$ cat config.mk
export PLATFORM = sky130hd
export DESIGN_NAME = fifo_burst_drain_flat
export DESIGN_NICKNAME = d
export VERILOG_FILES = /design/src/rtl/fifo_burst_drain_if.sv /design/src/rtl/fifo_burst_drain.sv /design/src/flat_wrapper.sv
export SDC_FILE = /design/constraint.sdc
export NUM_CORES = 1
export LEC_CHECK = 0
export CAP_MARGIN = 20
export CORE_ASPECT_RATIO = 0.7
export CORE_MARGIN = 2
export CORE_UTILIZATION = 42
export DETAILED_ROUTE_END_ITERATION = 7
export PLACE_DENSITY = 0.85
export SKIP_CTS_REPAIR_TIMING = 1
export SLEW_MARGIN = 10
export SYNTH_ARGS = -nofsm -noshare
export SYNTH_HDL_FRONTEND = slang
export SYNTH_SLANG_ARGS = --single-unit
$ cat constraint.sdc
create_clock -name r_clk -period 1.9 [get_ports r_clk]
set_clock_uncertainty 0.05 [all_clocks]
set_input_delay 0.19 -clock r_clk [delete_from_list [all_inputs] [get_ports r_clk]]
set_output_delay 0.19 -clock r_clk [all_outputs]
set_load 0.02 [all_outputs]
$ cat src/rtl/fifo_burst_drain_if.sv
// fifo_burst_drain_if
//   Bundles the FIFO read port and the downstream burst handshake of the
//   camera-FIFO drain controller.
//   master : the drain controller (drives r_en, burst_req/single, out_*).
//   slave  : the environment (FIFO read side plus the SDRAM writer).
//   Signals:
//     r_empty, r_almost_empty, r_data  FIFO status and read data
//     r_en                             FIFO read enable
//     burst_req, burst_single          burst request and its length select
//     burst_gnt                        downstream grant
//     out_valid, out_data, burst_done  word stream to the memory writer
interface fifo_burst_drain_if #(
  parameter int DATA_SIZE = 16
);
  logic                 r_empty;
  logic                 r_almost_empty;
  logic [DATA_SIZE-1:0] r_data;
  logic                 r_en;
  logic                 burst_req;
  logic                 burst_single;
  logic                 burst_gnt;
  logic                 out_valid;
  logic [DATA_SIZE-1:0] out_data;
  logic                 burst_done;

  modport master (
    input  r_empty, r_almost_empty, r_data, burst_gnt,
    output r_en, burst_req, burst_single, out_valid, out_data, burst_done
  );

  modport slave (
    output r_empty, r_almost_empty, r_data, burst_gnt,
    input  r_en, burst_req, burst_single, out_valid, out_data, burst_done
  );
endinterface

$ cat src/rtl/fifo_burst_drain.sv
// fifo_burst_drain
//   Read-side controller for the camera pixel async FIFO (read clock domain
//   only). Pulls BURST_LEN-word bursts whenever the FIFO is not almost
//   empty, or single-word bursts while flush is high, and hands each burst
//   to the memory writer through a req/gnt handshake.
//   Ports:
//     r_clk, r_rst   clock, synchronous active-high reset
//     flush          level; lets IDLE start 1-word bursts below threshold
//     bus            FIFO + downstream handshake (master side)
//     burst_count    completed bursts, wraps
//     underrun_err   sticky: a read was issued while the FIFO was empty
module fifo_burst_drain #(
  parameter int DATA_SIZE = 16,
  parameter int BURST_LEN = 4,
  parameter int CNT_SIZE  = 16
) (
  input  logic                r_clk,
  input  logic                r_rst,
  input  logic                flush,
  fifo_burst_drain_if.master  bus,
  output logic [CNT_SIZE-1:0] burst_count,
  output logic                underrun_err
);
  localparam logic [1:0] IDLE = 2'd0;
  localparam logic [1:0] REQ  = 2'd1;
  localparam logic [1:0] READ = 2'd2;
  localparam logic [1:0] TAIL = 2'd3;

  localparam logic [5:0] LAST_FULL = 6'(BURST_LEN - 1);

  logic [1:0] state;
  logic       single_q;
  logic [5:0] cnt;
  logic       fire_q;
  logic [5:0] last_idx;

  assign last_idx = single_q ? 6'd0 : LAST_FULL;

  assign bus.r_en         = (state == READ);
  assign bus.burst_req    = (state == REQ);
  assign bus.burst_single = single_q;
  assign bus.burst_done   = (state == TAIL);
  assign bus.out_valid    = fire_q;
  // r_data is the FIFO's registered read port, valid the cycle after the
  // read; pass it through only in slots whose read actually fired so that
  // underrun and idle slots show zero.
  assign bus.out_data     = fire_q ? bus.r_data : {DATA_SIZE{1'b0}};

  always_ff @(posedge r_clk) begin
    if (r_rst) begin
      state        <= IDLE;
      single_q     <= 1'b0;
      cnt          <= 6'd0;
      fire_q       <= 1'b0;
      burst_count  <= '0;
      underrun_err <= 1'b0;
    end else begin
      fire_q <= bus.r_en & ~bus.r_empty;
      if (bus.r_en & bus.r_empty)
        underrun_err <= 1'b1;

      case (state)
        // Always at least one cycle here so the FIFO flags settle after a
        // burst before they are trusted again.
        IDLE: begin
          if (!bus.r_empty && !bus.r_almost_empty) begin
            single_q <= 1'b0;
            state    <= REQ;
          end else if (!bus.r_empty && flush) begin
            single_q <= 1'b1;
            state    <= REQ;
          end
        end
        REQ: begin
          if (bus.burst_gnt) begin
            cnt   <= 6'd0;
            state <= READ;
          end
        end
        // The counter advances even on underrun slots so the burst length
        // in cycles never changes.
        READ: begin
          cnt <= cnt + 6'd1;
          if (cnt == last_idx)
            state <= TAIL;
        end
        TAIL: begin
          burst_count <= burst_count + 1'b1;
          state       <= IDLE;
        end
        default: state <= IDLE;
      endcase
    end
  end
endmodule

$ cat src/flat_wrapper.sv
// flat-port wrapper written by rule: the top's interface ports become plain ports
module fifo_burst_drain_flat 
#(
  parameter int DATA_SIZE = 16,
  parameter int BURST_LEN = 4,
  parameter int CNT_SIZE  = 16
)
  (r_clk, r_rst, flush, burst_count, underrun_err, bus_r_empty, bus_r_almost_empty, bus_r_data, bus_burst_gnt, bus_r_en, bus_burst_req, bus_burst_single, bus_out_valid, bus_out_data, bus_burst_done);
  fifo_burst_drain_if #(.DATA_SIZE(DATA_SIZE)) bus_i ();
  input  logic r_clk;
  input  logic r_rst;
  input  logic flush;
  output logic [CNT_SIZE-1:0] burst_count;
  output logic underrun_err;
  input wire logic [$bits(bus_i.r_empty)-1:0] bus_r_empty;
  input wire logic [$bits(bus_i.r_almost_empty)-1:0] bus_r_almost_empty;
  input wire logic [$bits(bus_i.r_data)-1:0] bus_r_data;
  input wire logic [$bits(bus_i.burst_gnt)-1:0] bus_burst_gnt;
  output wire logic [$bits(bus_i.r_en)-1:0] bus_r_en;
  output wire logic [$bits(bus_i.burst_req)-1:0] bus_burst_req;
  output wire logic [$bits(bus_i.burst_single)-1:0] bus_burst_single;
  output wire logic [$bits(bus_i.out_valid)-1:0] bus_out_valid;
  output wire logic [$bits(bus_i.out_data)-1:0] bus_out_data;
  output wire logic [$bits(bus_i.burst_done)-1:0] bus_burst_done;
  assign bus_i.r_empty = bus_r_empty;
  assign bus_i.r_almost_empty = bus_r_almost_empty;
  assign bus_i.r_data = bus_r_data;
  assign bus_i.burst_gnt = bus_burst_gnt;
  assign bus_r_en = bus_i.r_en;
  assign bus_burst_req = bus_i.burst_req;
  assign bus_burst_single = bus_i.burst_single;
  assign bus_out_valid = bus_i.out_valid;
  assign bus_out_data = bus_i.out_data;
  assign bus_burst_done = bus_i.burst_done;
  fifo_burst_drain #(.DATA_SIZE(DATA_SIZE), .BURST_LEN(BURST_LEN), .CNT_SIZE(CNT_SIZE)) u_core (.r_clk(r_clk), .r_rst(r_rst), .flush(flush), .bus(bus_i), .burst_count(burst_count), .underrun_err(underrun_err));
endmodule
==> summary.txt, run 1 <==
Clock network
  • Clock Latency Late Sink: 0.26 ns
  • Root Buffer: clkbuf_8
  • Num CTS Buffers: 3
  • Num Clock Sinks: 27
  • Longest Clk Path Bufs: 2
  • Htree depth: 1
  • CTS tree: done
  • Clock Pin Slew Worst Setup and Hold Paths: ~0.090 ns

Drt
  • Routed via count: 1,347
  • ANT nets after route: 0
  • DR pass1 iterations: 4
  • Routed wire length: approximately 3.2 mm
  • Routed wire per std cell: 12.2 µm
  • Starting DRT DRC Count: 52
  • Vias per cell: 5.08
  • Remaining DRCs: 0

STA
  • RSZ-0062 raised after global routing: false
  • Final setup fails: 0
  • Fin. Hold Viols: 0
  • Fin crit period: 1.70 ns
  • Worst-margin pin slew: roughly 0.62 ns
  • Rel. slew slack: 58.4%
  • WHS: roughly 0.44 ns
  • Final period util: ~90%
  • Final worst slack: ~0.20 ns
  • Fin. max-slew vios: 0
  • Fmax: 0.590 GHz

Synthesis
  • Seq/Total Area, Yosys: 38.1%
  • Most instantiated cells after synthesis: dfxtp_1, nor2_1, and2_1
  • Syn_area_per_cell: 8.55 µm²
  • Top cell type's share of synthesized area: 38.1%
  • Synth area leaders: dfxtp_1, and2_1, ha_1
  • Post-synth cell types: 35
  • Cell with the most instances after synthesis: dfxtp_1
  • Synth Instances: 166
  • Ys flop type: dfxtp_1
  • Post-synth ARST share: 0%
  • Synthesized cell area: 1420 µm²
  • Area leader, netlist: dfxtp_1
  • Synthesized Nets: 195
  • Seq cells post-synth: 27
  • EDFF count, synth: 0
  • Warnings from Yosys: 0

Global route
  • Total GRT Usage: 16.7%
  • First-pass GRT wire length: 4.98 mm
  • GRT overflow: 0
  • Vias in the first global route: between 1,000 and 1,500
  • Initial antenna violation count: 0
  • Largest net degree at the start of global routing: 21

Placement
  • Post-DP HPWL: between 2 and 3 mm
  • Dpl cells: 261
  • Port Buffer Count: 59
  • Final Wtd Congestion: approximately 0.77
  • DP Area: slightly above 2000 µm²
  • Pre-CTS setup slack: 0.264 ns

Worst setup path
  • R2R Path Start: u_core.state[0]$_SDFFE_PP0P_
  • Worst Setup End Kind: primary output
  • Worst EP arrival: about 1.5 ns
  • Worst flop-to-flop path endpoint: u_core.state[1]$_SDFFE_PP0P_
  • Reg2Reg Depth: 6
  • Crit Path Class: reg2out
  • CP max FO: 17
  • WP data required: roughly 1.7 ns
  • Reg2Reg Setup Slack: 0.28 ns
  • CP startpoint kind: register

Min path
  • Critical hold path startpoint: u_core.underrun_err$_SDFFE_PP0P_
  • Type of the most critical hold path: reg2reg
  • Hold-critical path depth: 2
  • Worst Hold Path EP: u_core.underrun_err$_SDFFE_PP0P_

Die
  • I/O pins: 60
  • Core area: 3190 µm²
  • Chip Width: 73.5 µm
  • Initial Util: 44.5%
  • Die area: 3870 µm²
  • Std-Cell Rows: 17
  • DIE HEIGHT: 52.6 µm

Final layout
  • Fillcell total: between 200 and 300
  • Area delta synth->final: 49.0%
  • Nets: between 200 and 300
  • Layout cells sized above 1: 6.61%
  • Non-Filler Instances: 265
  • Antenna cells: 0
  • Cell area after layout: 2110 µm²
  • Multi-input gate area: 830 µm²
  • Register Area: 542 µm²

Status
  • Status: completed

Power
  • P per Cell Area: 706 nW/µm²
  • Leak: 0.821 nW
  • Power Total: 1.49 mW
  • VDD IR max: 511 µV

Job
  • Number of max-cap violations: 0
kinds of logic (layout without fill, tap and decap cells):
logic type                 Yosys count  after routing  share of synthesized area [%]
muxes                                2              2                           1.50
and+or+nand+nor                     86             86                           34.0
DFF                                 27             27                           38.1
adders and majority gates            7              7                           6.17
xor gates and xnor gates            14             14                           8.64
buffers and inverters               12             73                           3.44
AOI/OAI and AO/OA                   18             18                           8.20
through the flow:
step / TNS [ns] / util (%)
2_1_floorplan: 0 / -
3_3_place_gp: 0 / 64.6
3_5_place_dp: 0 / 64.6
4_1_cts: -0.0277 / 66.0
5_1_grt: 0 / 66.3
6_report: 0 / 66.3
placed cells by master (no fill, tap or decap), types with 3 or more instances in the layout:
cell and instances:
clkdlybuf4s50_1 56, dfxtp_1 26, nor2_1 21, and2_1 16
nand2_1 12, xor2_1 9, nand4_1 8, ha_1 7
inv_1 6, xnor2_1 5, nand2b_1 5, o21ai_0 5
a21oi_1 5, nor4_1 5, nor3_1 4, buf_4 4
and3_1 3, nand3_1 3, clkbuf_8 3, dlymetal6s2s_1 3
final cells by class:
cell class,instances,area share [%]
Clock buffer,4,2.13
Multi-Input combinational cell,127,39.2
Inverter,6,1.07
Tap cell,38,2.25
Sequential cell,27,25.6
Timing Repair Buffer,63,29.7
metal layers:
metal	GRT usage, %	up-vias	wire length, µm
met2	27.7	54	1310
met5	0	-	0
met1	21.0	590	1530
met3	5.38	2	356
met4	4.55	0	27
li1	-	701	-
critical path: stages (launching register included):
cell and delay, ns:
dfxtp_2 0.44, and2_1 0.15, clkdlybuf4s50_1 0.60
where the power goes:
group / switching, mW / internal (mW) / leakage [nW]
Combinational: 0.273 / 0.256 / 0.580
Clock: 0.166 / 0.150 / 0.0228
Sequential: 0.0425 / 0.604 / 0.219
sequential cells by signal, summed over array words and instances, names as in the netlist:
signal / flops
u_core.burst_count: 16
u_core.bus.burst_single: 1
u_core.bus.out_valid: 1
u_core.cnt: 6
u_core.state: 2
u_core.underrun_err: 1
worst max path at each step:
stage / slack (ns) / cells past startpoint / from / endpoint
global placement: 0.28 / 3 / bus_r_data[7] / bus_out_data[7]
floorplan: 0.16 / 6 / u_core.state[0]$_SDFFE_PP0P_ / u_core.burst_count[12]$_SDFFE_PP0P_
finish: 0.20 / 2 / u_core.bus.out_valid$_SDFF_PP0_ / bus_out_data[14]
CTS: -0.03 / 3 / u_core.state[0]$_SDFFE_PP0P_ / bus_r_en
global route: 0.11 / 2 / u_core.bus.out_valid$_SDFF_PP0_ / bus_out_data[4]
detailed placement: 0.26 / 5 / bus_burst_gnt / u_core.state[0]$_SDFFE_PP0P_
Power figures use the tool's default switching activity.
==> inputs of run 2 (changes only) <==
Settings changed: GPL_ROUTABILITY_DRIVEN set to 0.
==> results of run 2 <==
No change in the layout: final DEF, timing and power equal those of run 1.
